[src/rtl/strip_strike_tracker_if.sv]
// strip_strike_tracker_if: request/response handshake between front-end, tracker and result logger.
interface strip_strike_tracker_if #(
  parameter int NUM_STRIPS = 4,
  parameter int WIDTH_BITS = 8
);
  localparam int IW = $clog2(NUM_STRIPS);
  logic                  req_valid;
  logic                  req_ready;
  logic [WIDTH_BITS-1:0] width_in;
  logic                  resp_valid;
  logic                  resp_ready;
  logic [IW-1:0]         resp_strip_idx;
  logic                  resp_strike;
  logic [WIDTH_BITS:0]   resp_new_width;
  modport master (
    output req_valid, width_in, resp_ready,
    input  req_ready, resp_valid, resp_strip_idx, resp_strike, resp_new_width
  );
  modport slave (
    input  req_valid, width_in, resp_ready,
    output req_ready, resp_valid, resp_strip_idx, resp_strike, resp_new_width
  );
endinterface

[src/rtl/strip_strike_tracker.sv]
// strip_strike_tracker: scans strips for least occupancy, places programs that fit, halts after repeated strikes.
module strip_strike_tracker #(
  parameter int NUM_STRIPS   = 4,
  parameter int WIDTH_BITS   = 8,
  parameter int STRIP_WIDTH  = 128,
  parameter int STRIKE_LIMIT = 3,
  localparam int IW = $clog2(NUM_STRIPS),
  localparam int SW = $clog2(STRIKE_LIMIT + 1)
) (
  input  logic                  clk,
  input  logic                  rst_n,
  input  logic                  clear,
  strip_strike_tracker_if.slave bus,
  output logic [SW-1:0]         strike_count,
  output logic                  halted,
  input  logic [IW-1:0]         occ_rd_idx,
  output logic [WIDTH_BITS-1:0] occ_rd_data
);
  typedef enum logic [1:0] {IDLE, SCAN, RESP} state_t;
  state_t                state_q, state_d;
  logic [WIDTH_BITS-1:0] occ_q [NUM_STRIPS];
  logic [WIDTH_BITS-1:0] occ_d [NUM_STRIPS];
  logic [WIDTH_BITS-1:0] width_q, width_d, min_q, min_d;
  logic [IW-1:0]         idx_q, idx_d, min_idx_q, min_idx_d;
  logic [SW-1:0]         sc_q, sc_d;
  logic                  halted_q, halted_d;
  logic                  resp_valid_q, resp_valid_d, resp_strike_q, resp_strike_d;
  logic [IW-1:0]         resp_idx_q, resp_idx_d;
  logic [WIDTH_BITS:0]   resp_nw_q, resp_nw_d;
  logic [WIDTH_BITS-1:0] cur_occ, cand_min;
  logic [IW-1:0]         cand_idx;
  logic [WIDTH_BITS:0]   sum;
  logic                  take, last, strike;
  // strict less-than keeps the lowest index on ties
  assign cur_occ  = occ_q[idx_q];
  assign take     = idx_q == '0 || cur_occ < min_q;
  assign cand_min = take ? cur_occ : min_q;
  assign cand_idx = take ? idx_q : min_idx_q;
  assign sum      = {1'b0, cand_min} + {1'b0, width_q};
  assign strike   = sum > (WIDTH_BITS+1)'(STRIP_WIDTH);
  assign last     = idx_q == IW'(NUM_STRIPS - 1);
  always_comb begin
    state_d       = state_q;
    occ_d         = occ_q;
    width_d       = width_q;
    min_d         = min_q;
    idx_d         = idx_q;
    min_idx_d     = min_idx_q;
    sc_d          = sc_q;
    halted_d      = halted_q;
    resp_valid_d  = resp_valid_q;
    resp_strike_d = resp_strike_q;
    resp_idx_d    = resp_idx_q;
    resp_nw_d     = resp_nw_q;
    case (state_q)
      IDLE: if (bus.req_valid && bus.req_ready) begin
        width_d = bus.width_in;
        idx_d   = '0;
        state_d = SCAN;
      end
      SCAN: begin
        min_d     = cand_min;
        min_idx_d = cand_idx;
        idx_d     = idx_q + 1'b1;
        if (last) begin
          state_d       = RESP;
          resp_valid_d  = 1'b1;
          resp_idx_d    = cand_idx;
          resp_nw_d     = sum;
          resp_strike_d = strike;
          if (!strike) begin
            occ_d[cand_idx] = sum[WIDTH_BITS-1:0];
            sc_d            = '0;
          end else begin
            sc_d     = sc_q + 1'b1;
            halted_d = sc_d == SW'(STRIKE_LIMIT);
          end
        end
      end
      RESP: if (bus.resp_ready) begin
        resp_valid_d = 1'b0;
        state_d      = IDLE;
      end
      default: state_d = IDLE;
    endcase
    if (clear) begin
      state_d       = IDLE;
      occ_d         = '{default: '0};
      idx_d         = '0;
      sc_d          = '0;
      halted_d      = 1'b0;
      resp_valid_d  = 1'b0;
      resp_strike_d = 1'b0;
      resp_idx_d    = '0;
      resp_nw_d     = '0;
    end
  end
  always_ff @(posedge clk or negedge rst_n) begin
    if (!rst_n) begin
      state_q       <= IDLE;
      occ_q         <= '{default: '0};
      width_q       <= '0;
      min_q         <= '0;
      idx_q         <= '0;
      min_idx_q     <= '0;
      sc_q          <= '0;
      halted_q      <= 1'b0;
      resp_valid_q  <= 1'b0;
      resp_strike_q <= 1'b0;
      resp_idx_q    <= '0;
      resp_nw_q     <= '0;
    end else begin
      state_q       <= state_d;
      occ_q         <= occ_d;
      width_q       <= width_d;
      min_q         <= min_d;
      idx_q         <= idx_d;
      min_idx_q     <= min_idx_d;
      sc_q          <= sc_d;
      halted_q      <= halted_d;
      resp_valid_q  <= resp_valid_d;
      resp_strike_q <= resp_strike_d;
      resp_idx_q    <= resp_idx_d;
      resp_nw_q     <= resp_nw_d;
    end
  end
  assign bus.req_ready      = state_q == IDLE && !halted_q;
  assign bus.resp_valid     = resp_valid_q;
  assign bus.resp_strip_idx = resp_idx_q;
  assign bus.resp_strike    = resp_strike_q;
  assign bus.resp_new_width = resp_nw_q;
  assign strike_count       = sc_q;
  assign halted             = halted_q;
  assign occ_rd_data        = occ_q[occ_rd_idx];
endmodule

[src/flat_wrapper.sv]
// flat-port wrapper written by rule: the top's interface ports become plain ports
module strip_strike_tracker_flat 
#(
  parameter int NUM_STRIPS   = 4,
  parameter int WIDTH_BITS   = 8,
  parameter int STRIP_WIDTH  = 128,
  parameter int STRIKE_LIMIT = 3,
  localparam int IW = $clog2(NUM_STRIPS),
  localparam int SW = $clog2(STRIKE_LIMIT + 1)
)
  (clk, rst_n, clear, strike_count, halted, occ_rd_idx, occ_rd_data, bus_req_valid, bus_width_in, bus_resp_ready, bus_req_ready, bus_resp_valid, bus_resp_strip_idx, bus_resp_strike, bus_resp_new_width);
  strip_strike_tracker_if #(.NUM_STRIPS(NUM_STRIPS), .WIDTH_BITS(WIDTH_BITS)) bus_i ();
  input  logic clk;
  input  logic rst_n;
  input  logic clear;
  output logic [SW-1:0] strike_count;
  output logic halted;
  input  logic [IW-1:0] occ_rd_idx;
  output logic [WIDTH_BITS-1:0] occ_rd_data;
  input wire logic [$bits(bus_i.req_valid)-1:0] bus_req_valid;
  input wire logic [$bits(bus_i.width_in)-1:0] bus_width_in;
  input wire logic [$bits(bus_i.resp_ready)-1:0] bus_resp_ready;
  output wire logic [$bits(bus_i.req_ready)-1:0] bus_req_ready;
  output wire logic [$bits(bus_i.resp_valid)-1:0] bus_resp_valid;
  output wire logic [$bits(bus_i.resp_strip_idx)-1:0] bus_resp_strip_idx;
  output wire logic [$bits(bus_i.resp_strike)-1:0] bus_resp_strike;
  output wire logic [$bits(bus_i.resp_new_width)-1:0] bus_resp_new_width;
  assign bus_i.req_valid = bus_req_valid;
  assign bus_i.width_in = bus_width_in;
  assign bus_i.resp_ready = bus_resp_ready;
  assign bus_req_ready = bus_i.req_ready;
  assign bus_resp_valid = bus_i.resp_valid;
  assign bus_resp_strip_idx = bus_i.resp_strip_idx;
  assign bus_resp_strike = bus_i.resp_strike;
  assign bus_resp_new_width = bus_i.resp_new_width;
  strip_strike_tracker #(.NUM_STRIPS(NUM_STRIPS), .WIDTH_BITS(WIDTH_BITS), .STRIP_WIDTH(STRIP_WIDTH), .STRIKE_LIMIT(STRIKE_LIMIT)) u_core (.clk(clk), .rst_n(rst_n), .clear(clear), .bus(bus_i), .strike_count(strike_count), .halted(halted), .occ_rd_idx(occ_rd_idx), .occ_rd_data(occ_rd_data));
endmodule
[config.mk]
export PLATFORM = sky130hd
export DESIGN_NAME = strip_strike_tracker_flat
export DESIGN_NICKNAME = d
export VERILOG_FILES = /design/src/rtl/strip_strike_tracker_if.sv /design/src/rtl/strip_strike_tracker.sv /design/src/flat_wrapper.sv
export SDC_FILE = /design/constraint.sdc
export NUM_CORES = 1
export LEC_CHECK = 0
export ABC_AREA = 1
export ABC_CLOCK_PERIOD_IN_PS = 7150
export CAP_MARGIN = 15
export CELL_PAD_IN_SITES_DETAIL_PLACEMENT = 2
export CELL_PAD_IN_SITES_GLOBAL_PLACEMENT = 2
export CORE_UTILIZATION = 38
export CTS_BUF_LIST = sky130_fd_sc_hd__clkbuf_4 sky130_fd_sc_hd__clkbuf_8
export DETAILED_ROUTE_END_ITERATION = 8
export MAX_ROUTING_LAYER = met4
export PLACE_DENSITY = 0.95
export REMOVE_ABC_BUFFERS = 1
export SYNTH_ARGS = -nofsm -noshare
export SYNTH_HDL_FRONTEND = slang
export SYNTH_SLANG_ARGS = --single-unit
[constraint.sdc]
create_clock -name clk -period 7.15 [get_ports clk]
set_input_delay 1.43 -clock clk [delete_from_list [all_inputs] [get_ports clk]]
set_output_delay 1.43 -clock clk [all_outputs]
set_load 0.005 [all_outputs]
[Word level (Yosys, flattened, before mapping)]
Index checks and enable logic that the tools add are counted.
Word-level totals
  flip-flop bits (word level): 70
  input bits: 15
  output and inout port bits: 25
  word-level logic and storage cells: 98
Operators by class
  add/subtract/negate cells: 3
  magnitude comparators: 6
  equal/unequal tests: 8
  muxes and demuxes: 44
  bitwise logic cells: 3
  reductions and logical operators: 19
Operator list (count)
  32-bit 2-to-1 mux: 4
  8-bit 2-to-1 mux: 6
  8-bit binary-select mux with 2-bit select: 2
  32-bit bitwise mux: 1
  2-bit 2-to-1 mux: 14
  9-bit 2-to-1 mux: 3
  8-bit demux with 2-bit select: 1
  3-bit AND reduction: 4
  1-bit 2-to-1 mux: 10
  8-bit by 8-bit adder with 9-bit output: 1
  3-bit >= comparator (second input constant): 3
  9-bit by 8-bit greater-than comparator with 1-bit output (second input constant): 1
  2-bit NOT with 3-bit output: 3
  8-bit less-than comparator: 1
  2-bit equality test (second input constant): 3
  3-bit by 2-bit != test with 1-bit output (second input constant): 2
  2-bit one-hot mux with 3 select lines: 1
  2-bit AND reduction: 3
  2-bit nonzero test: 3
  3-bit nonzero test: 2
  2-bit by 1-bit adder with 2-bit output (second input constant): 2
  2-bit logical NOT: 2
  2-bit one-hot mux with 2 select lines: 1
  1-bit logical AND: 3
  7 further kinds: 7

[Depth between registers and ports, before layout]
  depth after elaboration: 17
  depth in mapped cells: 34
  gate-level depth less buffers: 30

[Least setup slack after synthesis]
No wires, ideal clock.
  kind: register to register
  start point: register u_core.idx_q[0]
  end point: register u_core.occ_q[9] (netlist name)
  library setup time: 0.065 ns
  arrival: 4.332 ns
  slack: 2.753 ns
  stages on the path, launching flop included: 31
  path buffers: 5
  clock period less this slack: 4.397 ns
  cell sequence: dfrtp_1 buf_4 inv_2 buf_6 clkbuf_1 nor2_1 o22ai_1 ha_1 a21oi_1 nor2_1 a211oi_1 nand2_2 nand2_2 buf_6 buf_6 nor2_1 a21oi_1 ha_1 inv_1 fa_1 xor2_1 nand3_1 nor3_1 nand3_1 nand2_1 nand3_1 nand2_2 inv_2 nor2_4 nand2_1 nand2_1
On the way
  elaborated cells between the ends (all ways): 26
RTL lines
  start, declared: RTL line strip_strike_tracker.sv:24  | logic [IW-1:0] idx_q, idx_d, min_idx_q, min_idx_d;
  start signal, assigned: RTL line strip_strike_tracker.sv:117  | idx_q <= idx_d;
  2-bit NOT with 3-bit output (implied by the code): RTL line strip_strike_tracker.sv:35  | assign cur_occ = occ_q[idx_q];
  8-bit binary-select mux with 2-bit select: RTL line strip_strike_tracker.sv:35
  8-bit 2-to-1 mux (implied by the code) (2 in series): RTL line strip_strike_tracker.sv:35
  8-bit less-than comparator: RTL line strip_strike_tracker.sv:36  | assign take = idx_q == '0 || cur_occ < min_q;
  1-bit logical OR: RTL line strip_strike_tracker.sv:36
  8-bit 2-to-1 mux (*): RTL line strip_strike_tracker.sv:37  | assign cand_min = take ? cur_occ : min_q;
  net u_core.cand_min[0]: RTL line strip_strike_tracker.sv:30  | logic [WIDTH_BITS-1:0] cur_occ, cand_min;
  8-bit by 8-bit adder with 9-bit output (*): RTL line strip_strike_tracker.sv:39  | assign sum = {1'b0, cand_min} + {1'b0, width_q};
  parallel branches: the longest is 5 deep, another holds 9-bit by 8-bit greater-than comparator with 1-bit output
  end signal, assigned: RTL line strip_strike_tracker.sv:101  | occ_q <= '{default: '0};
  end signal, assigned: RTL line strip_strike_tracker.sv:114  | occ_q <= occ_d;
  end, declared: RTL line strip_strike_tracker.sv:21  | logic [WIDTH_BITS-1:0] occ_q [NUM_STRIPS];
Mark *: on every way through the listed nets, which the timed path passes. The select of a mux whose other input is x is not followed.
A chain may end at the register's enable or synchronous reset.

[Worst setup path after layout]
  start point: register u_core.idx_q[0]
  end point: register u_core.occ_q[12] (netlist name)
Same word-level chain as after synthesis.

==> flow_metrics.tcl <==
set metrics [dict create \
    cts_num_sinks 70 \
    relSlewSlack_pct 30.24 \
    register_area_um2 1752 \
    routed_wl_um 18500 \
    max_stage_delay_ns 0.73 \
    finalClockSkew_ns 0.01671 \
    num_vias 4134 \
    cts_made_buffers 9 \
    clockBufferDepth 2 \
    cts_root_buffer "clkbuf_8" \
    cp-end-kind "flip-flop" \
    synth_area_um2 4084 \
    wl_met3_um 945 \
    crit_path_max_fanout 20 \
    holdWs_ns 0.5121 \
    nets 581 \
    cp.required_ns 7.46 \
    yosysUniqueCellTypes 35 \
    multiInputGateArea_um2 2093 \
    core_um2 10370 \
    yosysMostFrequentCell "nand2_1" \
    finalCritPeriodShare_pct 86.71 \
    synthArstFlopShare_pct 100.0 \
    grt_usage_pct 31.90 \
    syn2layout_area_growth_pct 17.25 \
    drt-initial-drc-count 277 \
    hpwl_um 11810 \
    setup_viol 0 \
    pin_count 40 \
    yosysWarnings 0 \
    synth_cells 515 \
    synth_edf_count 0 \
    avgSynthCellArea_um2 7.930 \
    post_drt_wl_per_cell_um 26.89 \
    route.met2.wl_um 9032 \
    n_fill_cell 1151 \
    holdBufCountCts 0 \
    grt_max_degree 71 \
    powerDensity_nw_per_um2 513.1 \
    peakVddDrop_v 0.0002018 \
    ys_ff_latch 70 \
    rsz0062_at_grt "no" \
    slew_violations 0 \
    row_count 37 \
    die_h_um 105.7 \
    cts_htree_levels 3 \
    grt_pass1_wl_um 25620 \
    synth_top_area_share_pct 42.89 \
    clkLatencyLatePin_ns 0.38 \
    wl_met1_um 7662 \
    critPathMostFrequentCell "nand2_1" \
    port_buffers 39 \
    dr.pass1.iters 5 \
    final_hold_viol_count 0 \
    setup_tns_ns 0 \
    status "finished clean" \
    initial_utilization_pct 39.38 \
    num_antenna_cells 0 \
    synthTopCellsByArea "dfrtp_1, nand2_1, o21ai_0, nand3_1, ha_1" \
    ys_seq_area_share_pct 42.89 \
    p_leak_nw 2.315 \
    critPathKind "reg -> reg" \
    antenna_found_initial 0 \
    cts_setup_buffers 0 \
    grt-ovfl-total 0 \
    drc 0 \
    post_cts_resized 0 \
    die_w_um 105.7 \
    hold_path_class "reg -> reg" \
    clk_pin_slew_ns 0.09 \
    die_area_um2 11170 \
    cp.arrival_ns 6.51 \
    startpoint_type "flip-flop" \
    drv_cap 0 \
    maxUsedRoutingLayer "met4" \
    yosys.area.top_type "dfrtp_1" \
    reg2reg_slack_ns 0.95 \
    ant_nets 0 \
    synth_common_cells "nand2_1, dfrtp_1, o21ai_0" \
    grt_pass1_vias 4452 \
    drive_gt1_share_pct 9.420 \
    avgViaCountPerCell 6.009 \
    crit_slowest_cell "dfrtp_1" \
    synth_flop_cell "dfrtp_1" \
    worstMarginPinSlew_ns 1.043 \
    place_congestion 0.9440 \
    cts_tree "done" \
    max_freq_mhz 161.3 \
    period_minus_slack_ns 6.200 \
]
-- worst paths after layout --
kind | endpoint | startpoint | depth (start not counted)
worst max-delay path | u_core.occ_q[12] | u_core.idx_q[0] | 25
worst min-delay path | u_core.bus.resp_new_width[2] | u_core.bus.resp_new_width[2] | 2
worst max register to register | u_core.occ_q[12] | u_core.idx_q[0] | 25
worst min register to register | u_core.bus.resp_new_width[2] | u_core.bus.resp_new_width[2] | 2
max in group asynchronous | u_core.idx_q[1] | rst_n | 2
min in group asynchronous | u_core.bus.resp_new_width[8] | rst_n | 2
-- per-layer routing --
metal | up-vias | GRT usage [%]
met3 | 62 | 5.009
met4 | 0 | 14.78
met2 | 163 | 53.31
met1 | 2128 | 37.76
met5 | - | -
li1 | 1781 | -
-- report_power, final --
part | internal (mW) | switching (mW) | leakage, nW | total, mW
registers | 0.493 | 0.107 | 0.932 | 0.600
logic | 0.416 | 1.06 | 1.28 | 1.48
clock network | 0.198 | 0.184 | 0.106 | 0.381
total | 1.11 | 1.35 | 2.32 | 2.46
-- per-stage QoR --
step	total power, mW	cell area, µm²	setup WS [ns]	util [%]	instances
after floorplan	1.389	3976	2.794	-	495
after global routing	2.563	4788	0.6608	46.18	688
final	2.457	4788	0.9504	46.18	688
after detailed placement	1.905	4539	1.615	43.77	671
after CTS	2.335	4761	1.457	45.91	687
after global placement	1.766	4539	2.112	43.77	671
-- area by class of cell --
type,instances,area share [%]
inverters,35,2.744
multi-input cells,390,43.72
flip-flops and latches,70,36.58
well taps,136,3.554
clock inverters,7,2.038
clock buffers,9,2.587
repair buffers,41,8.780
-- layout by cell type (no fill, tap or decap), types with 2 or more instances in the layout --
| cell | instances |
|---|---|
| clkdlybuf4s50_1 | 38 |
| ha_1 | 18 |
| nand3_1 | 52 |
| nor2_1 | 49 |
| mux2_2 | 7 |
| o22ai_1 | 16 |
| o21ai_0 | 61 |
| o211ai_1 | 2 |
| clkinvlp_4 | 2 |
| nor2_4 | 2 |
| nand2_1 | 133 |
| clkbuf_8 | 9 |
| nand3b_1 | 3 |
| a21oi_1 | 11 |
| inv_2 | 2 |
| nand2_2 | 8 |
| inv_1 | 33 |
| o21ai_1 | 2 |
| dfrtp_1 | 70 |
| xor2_1 | 2 |
| nor3_1 | 3 |
| bufinv_16 | 2 |
| nand2_4 | 7 |
| nand3_2 | 4 |
-- kinds of logic (layout without fill, tap and decap cells) --
kind of cell    Yosys count  after routing  synth area share, %
mux                       7              7                1.930
fa+ha+maj                19             19                6.005
simple gates            265            265                29.99
xor+xnor                  3              3               0.6435
compound gates           96             96                12.68
buf+inv                  55             92                5.852
flops                    70             70                42.89
-- flip-flops by register name, summed over array words and instances, names as in the netlist --
signal and count:
u_core.state_q 2, u_core.bus.resp_strip_idx 2, u_core.idx_q 2, u_core.bus.resp_valid 1, u_core.min_q 8, u_core.bus.resp_strike 1, u_core.strike_count 2, u_core.min_idx_q 2
u_core.width_q 8, u_core.occ_q 32, u_core.bus.resp_new_width 9, u_core.halted 1
-- critical path, delay by kind of cell, from the launching register on --
| kind | cells | cell delay, ns |
|---|---|---|
| and+or+nand+nor | 14 | 2.44 |
| adders and majority gates | 3 | 1.02 |
| AOI/OAI and AO/OA | 4 | 0.99 |
| DFF | 1 | 0.73 |
| buffers and inverters | 3 | 0.61 |
| xor gates and xnor gates | 1 | 0.35 |
Note: power is estimated with default switching activity, not from simulation.
==> RTL edit: new RTL, same settings <==
Register the output `strike_count` once more, without a reset; this adds one clock of latency there. The other outputs are not delayed to match.
--- a/src/rtl/strip_strike_tracker.sv
+++ b/src/rtl/strip_strike_tracker.sv
@@ -129,7 +129,9 @@
   assign bus.resp_strip_idx = resp_idx_q;
   assign bus.resp_strike    = resp_strike_q;
   assign bus.resp_new_width = resp_nw_q;
-  assign strike_count       = sc_q;
+  always_ff @(posedge clk) begin
+    strike_count <= sc_q;
+  end
   assign halted             = halted_q;
   assign occ_rd_data        = occ_q[occ_rd_idx];
 endmodule
Formal check against the unedited RTL: not equivalent (a bounded check fails within 10 cycles, from zero or initial values and one cycle with rst_n low).
==> RTL edit against the original RTL <==
  * Sequential share of layout area rose by 1.2 points
  * Sequential cell count grew 2
  * Wire length is 2.5% lower
  * Power decreased by 0.21%
  * Synthesized area up 0.52%
  * Cell area down 1.0%
  * Setup slack improved by 65 ps
  * Die area up 0.51%
  * Count of clock-buffer cells in the layout grew 5
  * Critical path type unchanged
  * Critical endpoint is now u_core.occ_q[14]
  * Largest power group unchanged
==> RTL edit: results <==
logic_synthesis:
  async_reset_ff_frac: 0.972
  synth_commonest_cells: "134 x nand2_1, 70 x dfrtp_1, 61 x o21ai_0"
  synth.yosys.warnings: 0
  seq_area_frac_synth: 0.436
  synth_ff_type: "dfrtp_1"
  synthTopCellsByArea: "dfrtp_1 43%, nand2_1 12%, o21ai_0 7.4%, nand3_1 6.5%, ha_1 5.5%"
  synth.distinct_cells: 34
power_and_ir_drop:
  ir_worst_vdd_mv: 0.213
  p_leak_nw: 2.31
worst_setup_path:
  slowest_delay_ps: 770
  crit_slowest_cell: "dfrtp_1"
  r2r_cells: 25
  cp_max_fo: 27
  rrSetupSlack_ps: 1010
  crit_arrival_ps: 6450
  critPathTopFamily: "simple AND/OR/NAND/NOR gates"
  r2r_start: "u_core.idx_q[0]"
  r2r_end: "u_core.occ_q[14]"
global_route:
  grt_pass1_wl_um: 27900
  grt_max_degree: 71
  grtUsageTotal: 0.351
  antenna_found_initial: 0
  grt_pass1_vias: 4655
routing:
  vias: 4173
  drt-pass1-iter-count: 5
  drtIter0Drc: 288
  wl_per_cell_um: 26.1
  drc: 0
outcome:
  status: "finished, final reports clean"
cells_and_area:
  fin_nets: 583
  top_register: "u_core.occ_q"
  drive_gt1_frac: 0.0921
  diodes: 0
  largest_register_ffs: 32
cts:
  root_buffer: "clkbuf_8"
  htree_levels: 3
  cts.reportedPaths.clkPinSlew_ps: 80
  clk_latency_ps: 380
  cts_setup_buffers: 0
  cts_buffers: 9
  cts_max_path_buffers: 2
  cts_resized: 0
hold_path:
  hold_depth: 0
  hold_path.class: "flop to flop"
  min-delay-start: "u_core.sc_q[0]"
  hold-path-endpoint: "u_core.strike_count[0]"
timing:
  setup_tns_ps: 0
  tightest_slew_ps: 1060
  fin_skew_ps: 11.9
placement:
  pre_cts_slack_ps: 1430
  dp_hpwl_um: 11800
  routabilityCongestion: 0.896
  portBuffers: 39
==> RTL edit: worst max-delay path by stage <==
stage                             to  slack, ps       startpoint  cells after the start
finish              u_core.occ_q[14]       1010  u_core.idx_q[0]                     25
global route        u_core.occ_q[12]        760  u_core.idx_q[0]                     25
CTS                 u_core.occ_q[14]       1120  u_core.idx_q[0]                     27
detailed placement  u_core.occ_q[11]       1430  u_core.idx_q[0]                     25
global placement    u_core.occ_q[10]       2130  u_core.idx_q[0]                     22
floorplan           u_core.occ_q[10]       2720  u_core.idx_q[0]                     25
==> RTL edit: area by class of cell <==
type / instances / area (um^2)
fillers: 1184 / 5680
well taps: 136 / 170
flip-flops and latches: 72 / 1790
inverters: 36 / 135
clock buffers: 14 / 174
repair buffers: 40 / 393
clock inverters: 2 / 13.8
multi-input cells: 390 / 2060
==> RTL edit: metrics by stage <==
step	hold slack, ps	area, um^2	instances
5_1_grt	391	4740	690
2_1_floorplan	347	3990	498
4_1_cts	384	4740	690
3_5_place_dp	358	4550	674
6_report	381	4740	690
3_3_place_gp	362	4550	674
==> RTL edit: worst register-to-register path, stage by stage (launching register included) <==
cell      delay, ps
dfrtp_1         770
inv_2           360
o21ai_0         300
o22ai_1         180
ha_1            320
nand2_1         100
nor2_1           60
a211oi_1        230
nand2_2         170
nand2_2         360
nor2_1           90
a21oi_1         220
ha_1            230
inv_1            60
fa_1            410
xor2_1          280
nand3_1         180
nor3_2          240
nand3_1         130
nand2_1         130
nand3_1         140
nand2_2         480
inv_1           200
nor2_4          230
nand2_1         100
nand2_1         100
==> RTL edit: cells by family (layout without fill, tap and decap cells) <==
family,Yosys count,in the layout,synth area share
adder cells (fa/ha/maj),19,19,0.0597
multiplexers,7,7,0.0192
flip-flops,72,72,0.436
AND/OR/NAND/NOR,265,265,0.291
buffers and inverters,56,92,0.0613
XOR/XNOR,3,3,0.00640
AO/OA/AOI/OAI,96,96,0.126
==> RTL edit: metal layers <==
layer  up-vias  global-route usage  share of wire
met3        71              0.0681          0.054
met2       179               0.572           0.50
met4         0               0.178          0.047
li1       1775                   -              -
met1      2148               0.415           0.40
met5         -                   -              0
==> RTL edit: power by group <==
group / switching [W] / internal [W]
registers: 0.000109 / 0.000515
clock network: 0.000174 / 0.000157
logic: 0.00107 / 0.000428
